===== src/rtl/uart_rx_pkg.sv =====
// Shared definitions for the UART receive path: counter width, legal
// oversampling ratios, frame bit-count limits and the sample-vote helpers.
package uart_rx_pkg;

  localparam int CNT_W = 6;

  // Legal oversampling ratios.
  localparam logic [CNT_W-1:0] PRESC_8  = CNT_W'(8);
  localparam logic [CNT_W-1:0] PRESC_16 = CNT_W'(16);
  localparam logic [CNT_W-1:0] PRESC_32 = CNT_W'(32);

  // bit_cnt values at which the receive FSM moves to its next check.
  localparam int START_DONE   = 1;
  localparam int DATA_DONE    = 9;
  localparam int PAR_DONE     = 10;
  localparam int STP_DONE_PAR = 11;

  // Three samples taken around a bit centre, s0 earliest.
  typedef struct packed {
    logic s2;
    logic s1;
    logic s0;
  } samp_t;

  // Samples idle at the line's idle level.
  localparam samp_t SAMP_IDLE = '{s2: 1'b1, s1: 1'b1, s0: 1'b1};

  // 2-of-3 vote.
  function automatic logic majority3(input samp_t s);
    return (s.s0 & s.s1) | (s.s0 & s.s2) | (s.s1 & s.s2);
  endfunction

endpackage


===== src/rtl/rx_edge_sampler_if.sv =====
// Signal bundle between the receive FSM side (master) and the
// oversampling front end (slave).
interface rx_edge_sampler_if #(
  parameter int CNT_W = uart_rx_pkg::CNT_W
);

  logic             RX_IN;
  logic [CNT_W-1:0] Prescale;
  logic             enable;
  logic             dat_samp_en;
  logic [CNT_W-1:0] edge_cnt;
  logic [CNT_W-1:0] bit_cnt;
  logic             sampled_bit;
  logic             sample_valid;

  modport master (
    output RX_IN, Prescale, enable, dat_samp_en,
    input  edge_cnt, bit_cnt, sampled_bit, sample_valid
  );

  modport slave (
    input  RX_IN, Prescale, enable, dat_samp_en,
    output edge_cnt, bit_cnt, sampled_bit, sample_valid
  );

endinterface


===== src/rtl/rx_edge_sampler_edge_bit_counter.sv =====
// Oversampling-clock counter (edge_cnt) and bit-period counter (bit_cnt).
// edge_cnt wraps at Prescale-1; bit_cnt counts wraps and saturates.
module edge_bit_counter #(
  parameter int CNT_W = uart_rx_pkg::CNT_W
) (
  input  logic             clk,
  input  logic             rst,
  input  logic             enable,
  input  logic [CNT_W-1:0] prescale,
  output logic [CNT_W-1:0] edge_cnt,
  output logic [CNT_W-1:0] bit_cnt
);

  logic [CNT_W-1:0] edge_cnt_q, edge_cnt_d;
  logic [CNT_W-1:0] bit_cnt_q, bit_cnt_d;
  logic [CNT_W-1:0] last_edge;
  logic             bit_cnt_max;

  assign last_edge   = prescale - CNT_W'(1);
  assign bit_cnt_max = (bit_cnt_q == {CNT_W{1'b1}});

  // Next counter values; disable clears both, even on a wrap clock.
  // The >= wrap also recovers if Prescale is lowered below edge_cnt.
  always_comb begin
    edge_cnt_d = edge_cnt_q;
    bit_cnt_d  = bit_cnt_q;
    if (!enable) begin
      edge_cnt_d = '0;
      bit_cnt_d  = '0;
    end else if (edge_cnt_q >= last_edge) begin
      edge_cnt_d = '0;
      if (!bit_cnt_max) begin
        bit_cnt_d = bit_cnt_q + CNT_W'(1);
      end
    end else begin
      edge_cnt_d = edge_cnt_q + CNT_W'(1);
    end
  end

  // Counter registers.
  always_ff @(posedge clk or posedge rst) begin
    if (rst) begin
      edge_cnt_q <= '0;
      bit_cnt_q  <= '0;
    end else begin
      edge_cnt_q <= edge_cnt_d;
      bit_cnt_q  <= bit_cnt_d;
    end
  end

  assign edge_cnt = edge_cnt_q;
  assign bit_cnt  = bit_cnt_q;

endmodule


===== src/rtl/rx_edge_sampler.sv =====
// UART receiver oversampling front end: counters plus a three-point
// majority-voted sample of RX_IN around each bit centre.
module rx_edge_sampler #(
  parameter int CNT_W = uart_rx_pkg::CNT_W
) (
  input  logic              clk,
  input  logic              rst,
  rx_edge_sampler_if.slave  bus
);

  import uart_rx_pkg::*;

  logic [CNT_W-1:0] edge_cnt;
  logic [CNT_W-1:0] bit_cnt;
  logic [CNT_W-1:0] half;
  logic [CNT_W-1:0] cap0_edge, cap1_edge, cap2_edge, vote_edge;

  samp_t samp_q, samp_d;
  logic  sampled_bit_q, sampled_bit_d;
  logic  sample_valid_q, sample_valid_d;

  edge_bit_counter #(
    .CNT_W    (CNT_W)
  ) u_edge_bit_counter (
    .clk      (clk),
    .rst      (rst),
    .enable   (bus.enable),
    .prescale (bus.Prescale),
    .edge_cnt (edge_cnt),
    .bit_cnt  (bit_cnt)
  );

  // Capture points straddle the bit centre; the vote follows the last one.
  always_comb begin
    half      = bus.Prescale >> 1;
    cap0_edge = half - CNT_W'(1);
    cap1_edge = half;
    cap2_edge = half + CNT_W'(1);
    vote_edge = half + CNT_W'(2);
  end

  // Capture RX_IN into the sample register matching the current edge.
  always_comb begin
    samp_d = samp_q;
    if (bus.dat_samp_en) begin
      if (edge_cnt == cap0_edge) samp_d.s0 = bus.RX_IN;
      if (edge_cnt == cap1_edge) samp_d.s1 = bus.RX_IN;
      if (edge_cnt == cap2_edge) samp_d.s2 = bus.RX_IN;
    end
  end

  // Vote on the registered samples one clock after the last capture.
  always_comb begin
    sampled_bit_d  = sampled_bit_q;
    sample_valid_d = 1'b0;
    if (bus.enable && (edge_cnt == vote_edge)) begin
      sampled_bit_d  = majority3(samp_q);
      sample_valid_d = 1'b1;
    end
  end

  // Sample and decision registers.
  always_ff @(posedge clk or posedge rst) begin
    if (rst) begin
      samp_q         <= SAMP_IDLE;
      sampled_bit_q  <= 1'b1;
      sample_valid_q <= 1'b0;
    end else begin
      samp_q         <= samp_d;
      sampled_bit_q  <= sampled_bit_d;
      sample_valid_q <= sample_valid_d;
    end
  end

  assign bus.edge_cnt     = edge_cnt;
  assign bus.bit_cnt      = bit_cnt;
  assign bus.sampled_bit  = sampled_bit_q;
  assign bus.sample_valid = sample_valid_q;

endmodule


===== src/flat_wrapper.sv =====
// flat-port wrapper written by rule: the top's interface ports become plain ports
module rx_edge_sampler_flat import uart_rx_pkg::*;
#(
  parameter int CNT_W = uart_rx_pkg::CNT_W
)
  (clk, rst, bus_RX_IN, bus_Prescale, bus_enable, bus_dat_samp_en, bus_edge_cnt, bus_bit_cnt, bus_sampled_bit, bus_sample_valid);
  rx_edge_sampler_if #(.CNT_W(CNT_W)) bus_i ();
  input  logic clk;
  input  logic rst;
  input wire logic [$bits(bus_i.RX_IN)-1:0] bus_RX_IN;
  input wire logic [$bits(bus_i.Prescale)-1:0] bus_Prescale;
  input wire logic [$bits(bus_i.enable)-1:0] bus_enable;
  input wire logic [$bits(bus_i.dat_samp_en)-1:0] bus_dat_samp_en;
  output wire logic [$bits(bus_i.edge_cnt)-1:0] bus_edge_cnt;
  output wire logic [$bits(bus_i.bit_cnt)-1:0] bus_bit_cnt;
  output wire logic [$bits(bus_i.sampled_bit)-1:0] bus_sampled_bit;
  output wire logic [$bits(bus_i.sample_valid)-1:0] bus_sample_valid;
  assign bus_i.RX_IN = bus_RX_IN;
  assign bus_i.Prescale = bus_Prescale;
  assign bus_i.enable = bus_enable;
  assign bus_i.dat_samp_en = bus_dat_samp_en;
  assign bus_edge_cnt = bus_i.edge_cnt;
  assign bus_bit_cnt = bus_i.bit_cnt;
  assign bus_sampled_bit = bus_i.sampled_bit;
  assign bus_sample_valid = bus_i.sample_valid;
  rx_edge_sampler #(.CNT_W(CNT_W)) u_core (.clk(clk), .rst(rst), .bus(bus_i));
endmodule

===== config.mk =====
export PLATFORM = sky130hd
export DESIGN_NAME = rx_edge_sampler_flat
export DESIGN_NICKNAME = d
export VERILOG_FILES = /design/src/rtl/uart_rx_pkg.sv /design/src/rtl/rx_edge_sampler_if.sv /design/src/rtl/rx_edge_sampler_edge_bit_counter.sv /design/src/rtl/rx_edge_sampler.sv /design/src/flat_wrapper.sv
export SDC_FILE = /design/constraint.sdc
export NUM_CORES = 1
export LEC_CHECK = 0
export BUFFER_PORTS_ARGS = -buffer_cell sky130_fd_sc_hd__buf_2
export CAP_MARGIN = 20
export CORE_MARGIN = 2
export CORE_UTILIZATION = 52
export CTS_BUF_LIST = sky130_fd_sc_hd__clkbuf_8
export CTS_CLUSTER_DIAMETER = 150
export CTS_CLUSTER_SIZE = 25
export DETAILED_ROUTE_END_ITERATION = 10
export PLACE_DENSITY_LB_ADDON = 0.25
export SLEW_MARGIN = 30
export SYNTH_ARGS = -nofsm -noshare
export SYNTH_HDL_FRONTEND = slang
export SYNTH_SLANG_ARGS = --single-unit

===== constraint.sdc =====
create_clock -name clk -period 2 [get_ports clk]
set_input_delay 0.1 -clock clk [delete_from_list [all_inputs] [get_ports clk]]
set_output_delay 0.1 -clock clk [all_outputs]
set_load 0.02 [all_outputs]

# == Word-level counts from Yosys, hierarchy flattened ==
# Cells that the tools add are included.
# totals
elab_cells,37
out_inout_bits,14
register_bits,17
input_bits,11
# classes
muxes,6
n_addsub,6
order_cmp,1
bitwise,5
eq_ne,7
reduce_logical,5
# ops
cell,count
two-way mux 6 bit,5
equality test 6 bit,3
adder 6 x 1 -> 6 bit (second input constant),2
AND reduction 2 bit,4
adder 5 x 1 -> 6 bit (second input constant),1
adder 5 x 2 -> 6 bit (second input constant),1
equality test 6 x 5 -> 1 bit,1
equality test 6 bit (second input constant),1
greater-or-equal comparator 6 bit,1
subtractor 5 x 1 -> 6 bit (second input constant),1
subtractor 6 x 1 -> 6 bit (second input constant),1
bitwise AND 1 bit,3
inequality test 2 x 1 -> 1 bit (second input constant),1
inequality test 2 bit (second input constant),1
bitwise OR 1 bit,2
logical AND 1 bit,1
two-way mux 1 bit,1

# == Logic depth before layout (Yosys ltp) ==
# Gate-level depths: netlist of run 1.
# depth
word_depth,4
ltp_mapped,11
depth_no_buf,10

# == Hierarchy ==
# Synthesis of run 1 repeated with hierarchy kept, for this count alone.
# hier_totals
cells_unflattened,153
area_unflattened_um2,1412.6
# modules_own_cells
module,area_each_um2,seq_area_each_um2,cells_per_inst,n_inst
edge_bit_counter,778.2,300.3,83,1
rx_edge_sampler,634.4,130.1,70,1

# == Worst setup path after synthesis of run 1 ==
# No wires, ideal clock.
# synth_timing
path_kind,input to register
start,in bus_Prescale[2]
end,"reg u_core.u_edge_bit_counter.bit_cnt_q[4], in the netlist u_core.u_edge_bit_counter.bit_cnt[4]"
path_buffers,1
slack_ns,-0.265
path_stages,11
setup_time_ns,0.140
t_required_ns,1.860
arrival_ns,2.126
path_cell_list,inv_1 -> ha_1 -> nor3b_1 -> nand2_1 -> xor2_1 -> ha_1 -> nand4_1 -> o221a_2 -> clkbuf_1 -> o311ai_0 -> o41ai_1
# synth_via
elab_chain_len,4
# synth_lines
item,line_no,source
start: declaration,flat_wrapper.sv:11,input wire logic [$bits(bus_i.Prescale)-1:0] bus_Prescale;
subtractor 6 x 1 -> 6 bit,rx_edge_sampler_edge_bit_counter.sv:19,assign last_edge = prescale - CNT_W'(1);
greater-or-equal comparator 6 bit,rx_edge_sampler_edge_bit_counter.sv:30,end else if (edge_cnt_q >= last_edge) begin
inequality test 2 x 1 -> 1 bit (no line),n/a,
AND reduction 2 bit (no line),n/a,
end signal: assignment,rx_edge_sampler_edge_bit_counter.sv:47,bit_cnt_q <= bit_cnt_d;
end: declaration,rx_edge_sampler_edge_bit_counter.sv:15,"logic [CNT_W-1:0] bit_cnt_q, bit_cnt_d;"
# Every way passes these cells.
# A chain may end at the register's enable or synchronous reset.

# == Worst setup path after layout of run 1 ==
# layout_timing
start,in bus_Prescale[1]
end,"reg u_core.u_edge_bit_counter.bit_cnt_q[2], in the netlist u_core.u_edge_bit_counter.bit_cnt[2]"
# The elaborated chain is that of the path after synthesis.

==> impl_metrics.toml, run 1 <==
[outcome]
status = "finished, violations left"
violations = "negative setup slack"

[layout]
final_cell_mix = "buf_2 (22), buf_4 (22), ha_1 (13), dfrtp_1 (13), nand2_1 (12)"
final_nets = 231
drive_gt1_share_pct = 37.3
nFillCells = 204
multi_input_area_sq_um = 1030
regArea_sq_um = 430
final_cell_area_sq_um = 1920
syn_to_final_growth_pct = 33.9
antenna_cells_inserted = 0

[synth]
synth_top_area_share_pct = 22.6
synth.yosys.seq_area_share_pct = 30.0
synth-seq-cells = 17
syn_nets = 183
synth_top_area_cell = "dfrtp_1"
synth_cell_types = 43
syn-cell-area_sq_um = 1440
synthTopCellsByArea = "dfrtp_1 (23%), ha_1 (13%), dfstp_2 (7.3%)"
yosys_warnings = 0
avgSynthCellArea_sq_um = 9.15
async_reset_ff_share_pct = 100
synth_edf_count = 0
ys.flop_type = "dfrtp_1"
syn_inst = 157

[sta]
worst_pin_slew_ps = 626
finalCriticalPeriod_ps = 2060
report.final.slew_viol_count = 0
finalHoldViolations = 0
setup_viol = 1
rsz0062_at_grt = "yes"
fin_crit_sh_pct = 103
fmax_mhz = 485
clock_skew_ps = 6.28
timing.final.ws_setup_ps = -62.0
holdWs_ps = 87.8
relSlewSlack_pct = 58.2

[worst_setup_path]
path_buf_inv = 3
crit_path_start_kind = "input port"
cp.required_ps = 2180
cp_top_family = "simple AND/OR/NAND/NOR gates"
rrSetupSlack_ps = 120
max_stage_delay_ps = 340
reg2reg_depth = 6
crit_path_cell_trace = "buf_8, inv_8, ha_4, nor3b_4, nand2_1, xor2_1, ha_1, nand4_1, o221a_4, buf_6, or3_1, a21oi_1"
cp_max_fo = 5
r2r_end = "u_core.u_edge_bit_counter.bit_cnt[2]$_DFFE_PP0P_"
path_class = "input port to register"
crit_arrival_ps = 2240
worst_path_max_delay_cell = "or3_1"
timing.rr.start = "u_core.u_edge_bit_counter.edge_cnt[3]$_DFF_PP0_"
worst_setup_path_end_kind = "register"
crit_cells = 12

[cts]
ctsHtreeMaxLevel = 1
cts-buffers-inserted = 3
cts_tree = "done"
cts-root-buf = "clkbuf_8"
cts_buffer_depth = 2
clkLatencyLatePin_ps = 250
cts_sinks = 17
cts.clk_slew.worst_paths_ps = 70

[routing]
firstDrtPassIters = 5
wl_microns = 3580
routedWlPerCell_microns = 15.2
vias = 1379
vias_per_cell = 5.87
drc_errors = 0
drtIter0Drc = 26
ant_nets = 0

[die]
fp.dieW_microns = 56.6
fp-row-count = 19
dieArea_sq_um = 3200
boundaryPins = 25
start_util_pct = 53.5
core_area_sq_um = 2690
die_h_microns = 56.6

[pwr]
p_leak_nw = 0.875
power_density_nw_per_um2 = 528
ir_drop_mv = 0.633

[placement]
post_dp_cell_area_sq_um = 1740
hpwl_microns = 2660
place.gp.congestion = 0.866
io_buffers = 24

[hold_path]
hold_class = "input port to register"
hold_end = "u_core.samp_q[0]$_DFFE_PP1P_"
whs_path_depth = 2
hold_start = "bus_RX_IN"

[grt]
grt_max_degree = 18
antenna_found_initial = 0
grt_use_total_pct = 23.1
grt_overflow = 0
grt_pass1_wl_microns = 5840
grt_pass1_vias = 1350

[run]
drv_cap = 0
## registers in the layout, indices dropped and copies added, names as in the netlist
name and flops:
u_core.bus.sample_valid 1, u_core.samp_q 3, u_core.u_edge_bit_counter.bit_cnt 6, u_core.bus.sampled_bit 1, u_core.u_edge_bit_counter.edge_cnt 6
## area by class of cell
cell class	instances	share of cell area (%)
inverter	9	2.54
tap	31	2.02
multi-input combinational	126	53.7
clock inverter	1	0.260
clock buffer	3	2.15
sequential	17	22.4
timing repair buffer	48	17.0
## per-stage QoR
step	power [mW]	worst slack (ps)	TNS (ps)	utilization [%]	cells
finish	1.02	-62.0	-62.0	71.6	235
global route	1.08	-149	-335	71.6	235
CTS	0.995	0.904	0	67.3	231
detailed placement	0.740	-290	-2030	64.8	226
global placement	0.724	-221	-1070	64.8	226
floorplan	0.629	-3.80	-3.80	-	157
## worst max-delay path by stage
| stage | from | end | slack, ps |
|---|---|---|---|
| floorplan | bus_Prescale[2] | u_core.u_edge_bit_counter.bit_cnt[1]$_DFFE_PP0P_ | -4 |
| global placement | bus_Prescale[2] | u_core.u_edge_bit_counter.bit_cnt[1]$_DFFE_PP0P_ | -220 |
| detailed placement | bus_Prescale[3] | u_core.u_edge_bit_counter.bit_cnt[1]$_DFFE_PP0P_ | -290 |
| CTS | bus_Prescale[2] | u_core.u_edge_bit_counter.bit_cnt[1]$_DFFE_PP0P_ | 0.9 |
| global route | bus_Prescale[1] | u_core.u_edge_bit_counter.bit_cnt[2]$_DFFE_PP0P_ | -150 |
| finish | bus_Prescale[1] | u_core.u_edge_bit_counter.bit_cnt[2]$_DFFE_PP0P_ | -60 |
## cells by family (layout without fill, tap and decap cells)
group,Yosys count,count (layout),share of synthesized area (%)
adders and majority gates,16,16,13.8
AOI/OAI and AO/OA,28,29,13.1
and+or+nand+nor,56,56,21.5
DFF,17,17,30.0
buffers and inverters,15,61,4.18
xor gates and xnor gates,19,19,12.9
muxes,6,6,4.62
## layer usage
metal	global-route usage [%]	wire, microns	part of all wire (%)	vias up
met5	0	0	0	-
met4	6.12	68	1.9	0
met3	3.23	129	3.6	8
met2	42.2	1860	52	35
met1	28.1	1510	42	669
li1	-	-	-	667
## report_power, final
group / leakage [nW] / internal [mW] / switching (mW) / total, mW
Sequential: 0.221 / 0.408 / 0.0224 / 0.431
Combinational: 0.629 / 0.158 / 0.178 / 0.335
Clock: 0.0255 / 0.138 / 0.112 / 0.250
## synthesized netlist by cell type (2+ instances only)
cell type   n
o21ai_0     4
dfrtp_1    13
nand4b_1    2
mux2_2      3
xor2_1      8
o31ai_1     3
clkbuf_1    3
xnor2_1    10
nand2b_1    4
or3_1       3
nand3_1     9
ha_1       15
nor3b_1     3
nand3b_1    2
nand2_1    12
o211ai_1    2
buf_2       3
mux2_1      2
inv_1       9
nor2_1     10
nand4_1     2
and3_1      3
dfstp_2     4
a21oi_1     9
## what timing repair did
| action | 4_1_cts | 5_1_grt |
|---|---|---|
| pin swaps | 0 | 11 |
| endpoints found under the setup margin | 3 | 6 |
| setup buffers | 0 | 3 |
| hold buffers | 1 | 0 |
| gates resized for setup | 2 | 22 |
| gates cloned | 0 | 1 |
| hold endpoints to repair | 13 | 0 |
No activity file was read; power rests on OpenSTA's default activity.
==> run 2, diff against run 1 <==
- CORE_UTILIZATION: 52 -> 50
- CTS_BUF_LIST: sky130_fd_sc_hd__clkbuf_8 -> unset
- SLEW_MARGIN: 30 -> 10
==> run 2 against run 1 <==
Against the previous run: the flow still finishes with violations (negative setup slack); clock power down 29%; final cell count down 0.85%; count of clock-buffer cells in the layout unchanged; non-clock buffer count down 2; global-route usage down 0.077 points; register-to-register slack better by 30 ps; critical path type unchanged; largest power group unchanged.
==> impl_metrics.toml, run 2 (synthesis gave the netlist of run 1 again) <==
[outcome]
status = "finished, violations left"
violations = "negative setup slack"

[sta]
finalHoldViolations = 0
finalCriticalPeriod_ps = 2000
rsz0062_at_grt = "yes"
relSlewSlack_pct = 57.8
report.final.slew_viol_count = 0
worst_pin_slew_ps = 633
holdWs_ps = 67.7
fin_crit_sh_pct = 100
setup_viol = 2
timing.final.ws_setup_ps = -4.99
fmax_mhz = 499
clock_skew_ps = 11.9

[cts]
cts_tree = "done"
cts_sinks = 17
cts-root-buf = "clkbuf_4"
clkLatencyLatePin_ps = 280
cts.clk_slew.worst_paths_ps = 90
cts-buffers-inserted = 3
cts_buffer_depth = 2
ctsHtreeMaxLevel = 1

[worst_setup_path]
worst_setup_path_end_kind = "register"
crit_path_cell_trace = "buf_8, inv_8, ha_4, nor3b_4, nand2_1, xor2_1, ha_1, nand4_1, o221a_4, or4_4, a21oi_2"
path_buf_inv = 2
crit_path_start_kind = "input port"
path_class = "input port to register"
cp_max_fo = 6
crit_arrival_ps = 2220
cp_top_family = "simple AND/OR/NAND/NOR gates"
worst_path_max_delay_cell = "or4_4"
max_stage_delay_ps = 430
cp.required_ps = 2210

[die]
start_util_pct = 52.5
fp.dieW_microns = 57.6
fp-row-count = 19
boundaryPins = 25
die_h_microns = 57.6
dieArea_sq_um = 3320
core_area_sq_um = 2730

[routing]
wl_microns = 3650
drc_errors = 0
vias_per_cell = 5.80
routedWlPerCell_microns = 15.7
vias = 1352
ant_nets = 0
drtIter0Drc = 43
firstDrtPassIters = 4

[layout]
drive_gt1_share_pct = 34.7
antenna_cells_inserted = 0
fin_cells = 233
final_cell_area_sq_um = 1870
syn_to_final_growth_pct = 30.1
final_common_cell = "buf_2"
utilization_pct = 68.3
final_nets = 229
final_cell_mix = "buf_2 (22), buf_4 (20), ha_1 (14)"

[grt]
grt_pass1_wl_microns = 6020
grt_use_total_pct = 23.0
antenna_found_initial = 0
grt_pass1_vias = 1376
grt_overflow = 0
grt_max_degree = 18

[pwr]
p_leak_nw = 0.856
total_power_mw = 0.935
ir_drop_mv = 0.607
power_density_nw_per_um2 = 500

[run]
drv_cap = 0

[placement]
post_dp_cell_area_sq_um = 1740
hpwl_microns = 2620
io_buffers = 24
place.gp.congestion = 0.890
place_inst = 226

[hold_path]
hold_class = "input port to register"
run 2: cell types whose count changed in the layout (fill, tap and decap cells not counted), sizes merged:
cell / delta
buf: -2
run 2: power by group:
group	leakage (nW)	switching, mW	internal [mW]	total [mW]
registers	0.221	0.0223	0.408	0.430
clock network	0.0177	0.103	0.0741	0.178
logic	0.618	0.176	0.151	0.327
total	0.856	0.301	0.633	0.935
run 2: path summary, 6_finish.rpt:
path	from	end	slack (ps)	cells past startpoint
worst max-delay path	bus_Prescale[2]	u_core.u_edge_bit_counter.bit_cnt[3]$_DFFE_PP0P_	-5	11
worst min-delay path	bus_RX_IN	u_core.samp_q[0]$_DFFE_PP1P_	70	2
worst max register to register	u_core.u_edge_bit_counter.edge_cnt[0]$_DFF_PP0_	u_core.u_edge_bit_counter.bit_cnt[3]$_DFFE_PP0P_	150	7
worst min register to register	u_core.u_edge_bit_counter.bit_cnt[4]$_DFFE_PP0P_	u_core.u_edge_bit_counter.bit_cnt[4]$_DFFE_PP0P_	510	1
max in group asynchronous	rst	u_core.u_edge_bit_counter.bit_cnt[4]$_DFFE_PP0P_	1160	3
min in group asynchronous	rst	u_core.u_edge_bit_counter.bit_cnt[2]$_DFFE_PP0P_	430	3
run 2: through the flow:
step                      setup slack, ps  setup TNS (ps)
final                               -4.99           -8.72
after global routing                -74.4            -257
after CTS                            6.80               0
after detailed placement             -336           -1710
after global placement               -248           -1200
after floorplan                     -3.80           -3.80
run 2: repair_timing:
item                       4_1_cts  5_1_grt
setup buffers                    0        1
cloned                           0        1
gates resized for setup          2       16
setup endpoints to repair        3        6
hold endpoints to repair        13        0
pin swaps                        0        6
hold buffers                     1        0
run 2: final cells by class:
cell class                      count  area (sq um)
Fill cell                         219           866
Multi-Input combinational cell    126          1020
Inverter                            9          46.3
Clock inverter                      1          5.00
Timing Repair Buffer               46           308
Clock buffer                        3          22.5
Tap cell                           31          38.8
Sequential cell                    17           430
run 2: per-layer routing:
layer	vias to the layer above	track usage (%)	wire [microns]
met2	28	41.4	1960
met5	-	0	0
met3	4	2.72	123
met4	0	5.32	25
met1	664	29.4	1540
li1	656	-	-
==> run 3, diff against run 2 <==
- REMOVE_ABC_BUFFERS: unset -> 1
- SYNTH_HIERARCHICAL: unset -> 1
==> run 3 against run 2 <==
Against the previous run: the run now ends clean; final cell count fell by 4.7%; worst setup slack improved by 73 ps; via count fell by 8.6%; sequential power fell by 2%; cell area fell by 9.4%; flip-flop and latch count did not move.
==> impl_metrics.toml, run 3 <==
[outcome]
status = "finished, final reports clean"

[sta]
clock_skew_ps = 5.81
report.final.slew_viol_count = 0
fin_crit_sh_pct = 96.6
fmax_mhz = 517
relSlewSlack_pct = 69.8
setup_viol = 0
holdWs_ps = 70.8
finalCriticalPeriod_ps = 1930
finalHoldViolations = 0
rsz0062_at_grt = "no"
worst_pin_slew_ps = 453

[worst_setup_path]
cp_max_fo = 8
path_class = "register to register"
reg2reg_depth = 5
worst_setup_path_end_kind = "register"
crit_path_start_kind = "register"
r2r_end = "u_core/u_edge_bit_counter/bit_cnt[5]$_DFFE_PP0P_"
timing.rr.start = "u_core/u_edge_bit_counter/edge_cnt[4]$_DFF_PP0_"
cp.required_ps = 2210
rrSetupSlack_ps = 70
crit_arrival_ps = 2140

[cts]
clkLatencyLatePin_ps = 290
cts_buffer_depth = 2
cts_setup_buffers = 0
cts.clk_slew.worst_paths_ps = 100
cts-buffers-inserted = 3
cts_sinks = 17
cts-root-buf = "clkbuf_4"
cts_tree = "done"
ctsHtreeMaxLevel = 1

[grt]
grt_max_degree = 14
grt_pass1_wl_microns = 5440
antenna_found_initial = 0
grt_pass1_vias = 1268
grt_use_total_pct = 21.0
grt_overflow = 0

[run]
drv_cap = 0

[die]
die_h_microns = 57.2
dieArea_sq_um = 3270
boundaryPins = 25
core_area_sq_um = 2710
start_util_pct = 52.1
fp-row-count = 19
fp.dieW_microns = 57.2

[pwr]
total_power_mw = 0.886
p_leak_nw = 0.788
ir_drop_mv = 0.506
power_density_nw_per_um2 = 523

[hold_path]
hold_end = "u_core/samp_q[2]$_DFFE_PP1P_"
whs_path_depth = 2
hold_class = "input port to register"
hold_start = "bus_RX_IN"

[layout]
syn_to_final_growth_pct = 19.8
nFillCells = 242
final_common_cell = "buf_2"
regArea_sq_um = 430
final_cell_mix = "buf_2 (24), xnor2_1 (15), buf_4 (14)"
drive_gt1_share_pct = 30.4
antenna_cells_inserted = 0
final_nets = 216
multi_input_area_sq_um = 920

[synth]
avgSynthCellArea_sq_um = 9.23
async_reset_ff_share_pct = 100
synth_cell_types = 41
yosys_warnings = 6
synth_top_area_share_pct = 23.0
yosysMostFrequentCell = "xnor2_1"
syn_inst = 153
synth_top_area_cell = "dfrtp_1"
netlist_top_cells_count = "xnor2_1 (15), dfrtp_1 (13), ha_1 (13), nand2_1 (13)"
synth.yosys.seq_area_share_pct = 30.5
synth_edf_count = 0
synth-seq-cells = 17
syn-cell-area_sq_um = 1410
synthTopCellsByArea = "dfrtp_1 (23%), ha_1 (12%), xnor2_1 (9.3%)"
ys.flop_type = "dfrtp_1"

[routing]
vias = 1236
vias_per_cell = 5.57
firstDrtPassIters = 4
drtIter0Drc = 74
routedWlPerCell_microns = 14.0
drc_errors = 0
wl_microns = 3100
ant_nets = 0

[placement]
hpwl_microns = 2480
io_buffers = 24
place.gp.congestion = 0.879
[run 3: changes by cell type after synthesis, sizes merged, moves of 4 or more]
cell and delta:
nor2b +4, o21ai +4, xnor2 +6, a21oi -5, nand4 +4
[run 3: cell type report]
class	count	share of cell area (%)
multi-input combinational	120	54.3
sequential	17	25.4
timing repair buffer	39	13.9
inverter	11	2.44
tap	31	2.29
clock buffer	3	1.33
clock inverter	1	0.296
[run 3: per-layer routing]
metal | part of all wire (%) | GRT usage, % | vias to the layer above
li1 | - | - | 611
met1 | 44 | 25.6 | 595
met2 | 52 | 36.8 | 30
met3 | 4.3 | 6.12 | 0
met4 | 0 | 4.98 | 0
met5 | 0 | 0 | -
[run 3: cells by family after synthesis]
logic type                 Yosys count  synth area share [%]
and+or+nand+nor                     55                  20.8
AOI/OAI and AO/OA                   21                  10.5
buffers and inverters               16                  5.67
adders and majority gates           14                  12.2
muxes                                6                  4.87
xor gates and xnor gates            24                  15.4
DFF                                 17                  30.5
[run 3: power by group]
part           total [mW]  internal, mW  switching, mW
logic               0.287         0.133          0.154
clock network       0.177        0.0743          0.102
registers           0.423         0.401         0.0217
total               0.886         0.608          0.278
[run 3: through the flow]
| step | instance area, sq um | utilization (%) | TNS [ps] | worst slack (ps) | std cells |
|---|---|---|---|---|---|
| floorplan | 1370 | - | -50.9 | -50.9 | 148 |
| global placement | 1640 | 60.4 | -543 | -184 | 217 |
| detailed placement | 1640 | 60.4 | -1060 | -282 | 217 |
| CTS | 1680 | 61.8 | 0 | 29.2 | 222 |
| global route | 1690 | 62.5 | 0 | 6.50 | 222 |
| finish | 1690 | 62.5 | 0 | 67.5 | 222 |
[run 3: how the worst max path moves through the flow]
stage          cells past startpoint                                            start                                                to  slack, ps
2_1_floorplan                      8                                  bus_Prescale[0]  u_core/u_edge_bit_counter/bit_cnt[5]$_DFFE_PP0P_        -50
3_3_place_gp                       9                                  bus_Prescale[0]  u_core/u_edge_bit_counter/bit_cnt[5]$_DFFE_PP0P_       -180
3_5_place_dp                       9                                  bus_Prescale[0]  u_core/u_edge_bit_counter/bit_cnt[5]$_DFFE_PP0P_       -280
4_1_cts                            9                                  bus_Prescale[0]  u_core/u_edge_bit_counter/bit_cnt[5]$_DFFE_PP0P_         30
5_1_grt                            5  u_core/u_edge_bit_counter/edge_cnt[4]$_DFF_PP0_                      u_core/samp_q[2]$_DFFE_PP1P_          7
6_report                           5  u_core/u_edge_bit_counter/edge_cnt[4]$_DFF_PP0_  u_core/u_edge_bit_counter/bit_cnt[5]$_DFFE_PP0P_         70
[run 3: critical path: stages, from the launching register on]
cell and delay, ps:
dfrtp_1 450, ha_1 330, nand4_1 110, o221a_2 340
or4_1 470, a21boi_1 160
[run 3: what timing repair did]
| item | 4_1_cts | 5_1_grt |
|---|---|---|
| hold buffers | 1 | 0 |
| endpoints found under the setup margin | 0 | 3 |
| gates resized for setup | 0 | 4 |
| hold endpoints to repair | 17 | 0 |
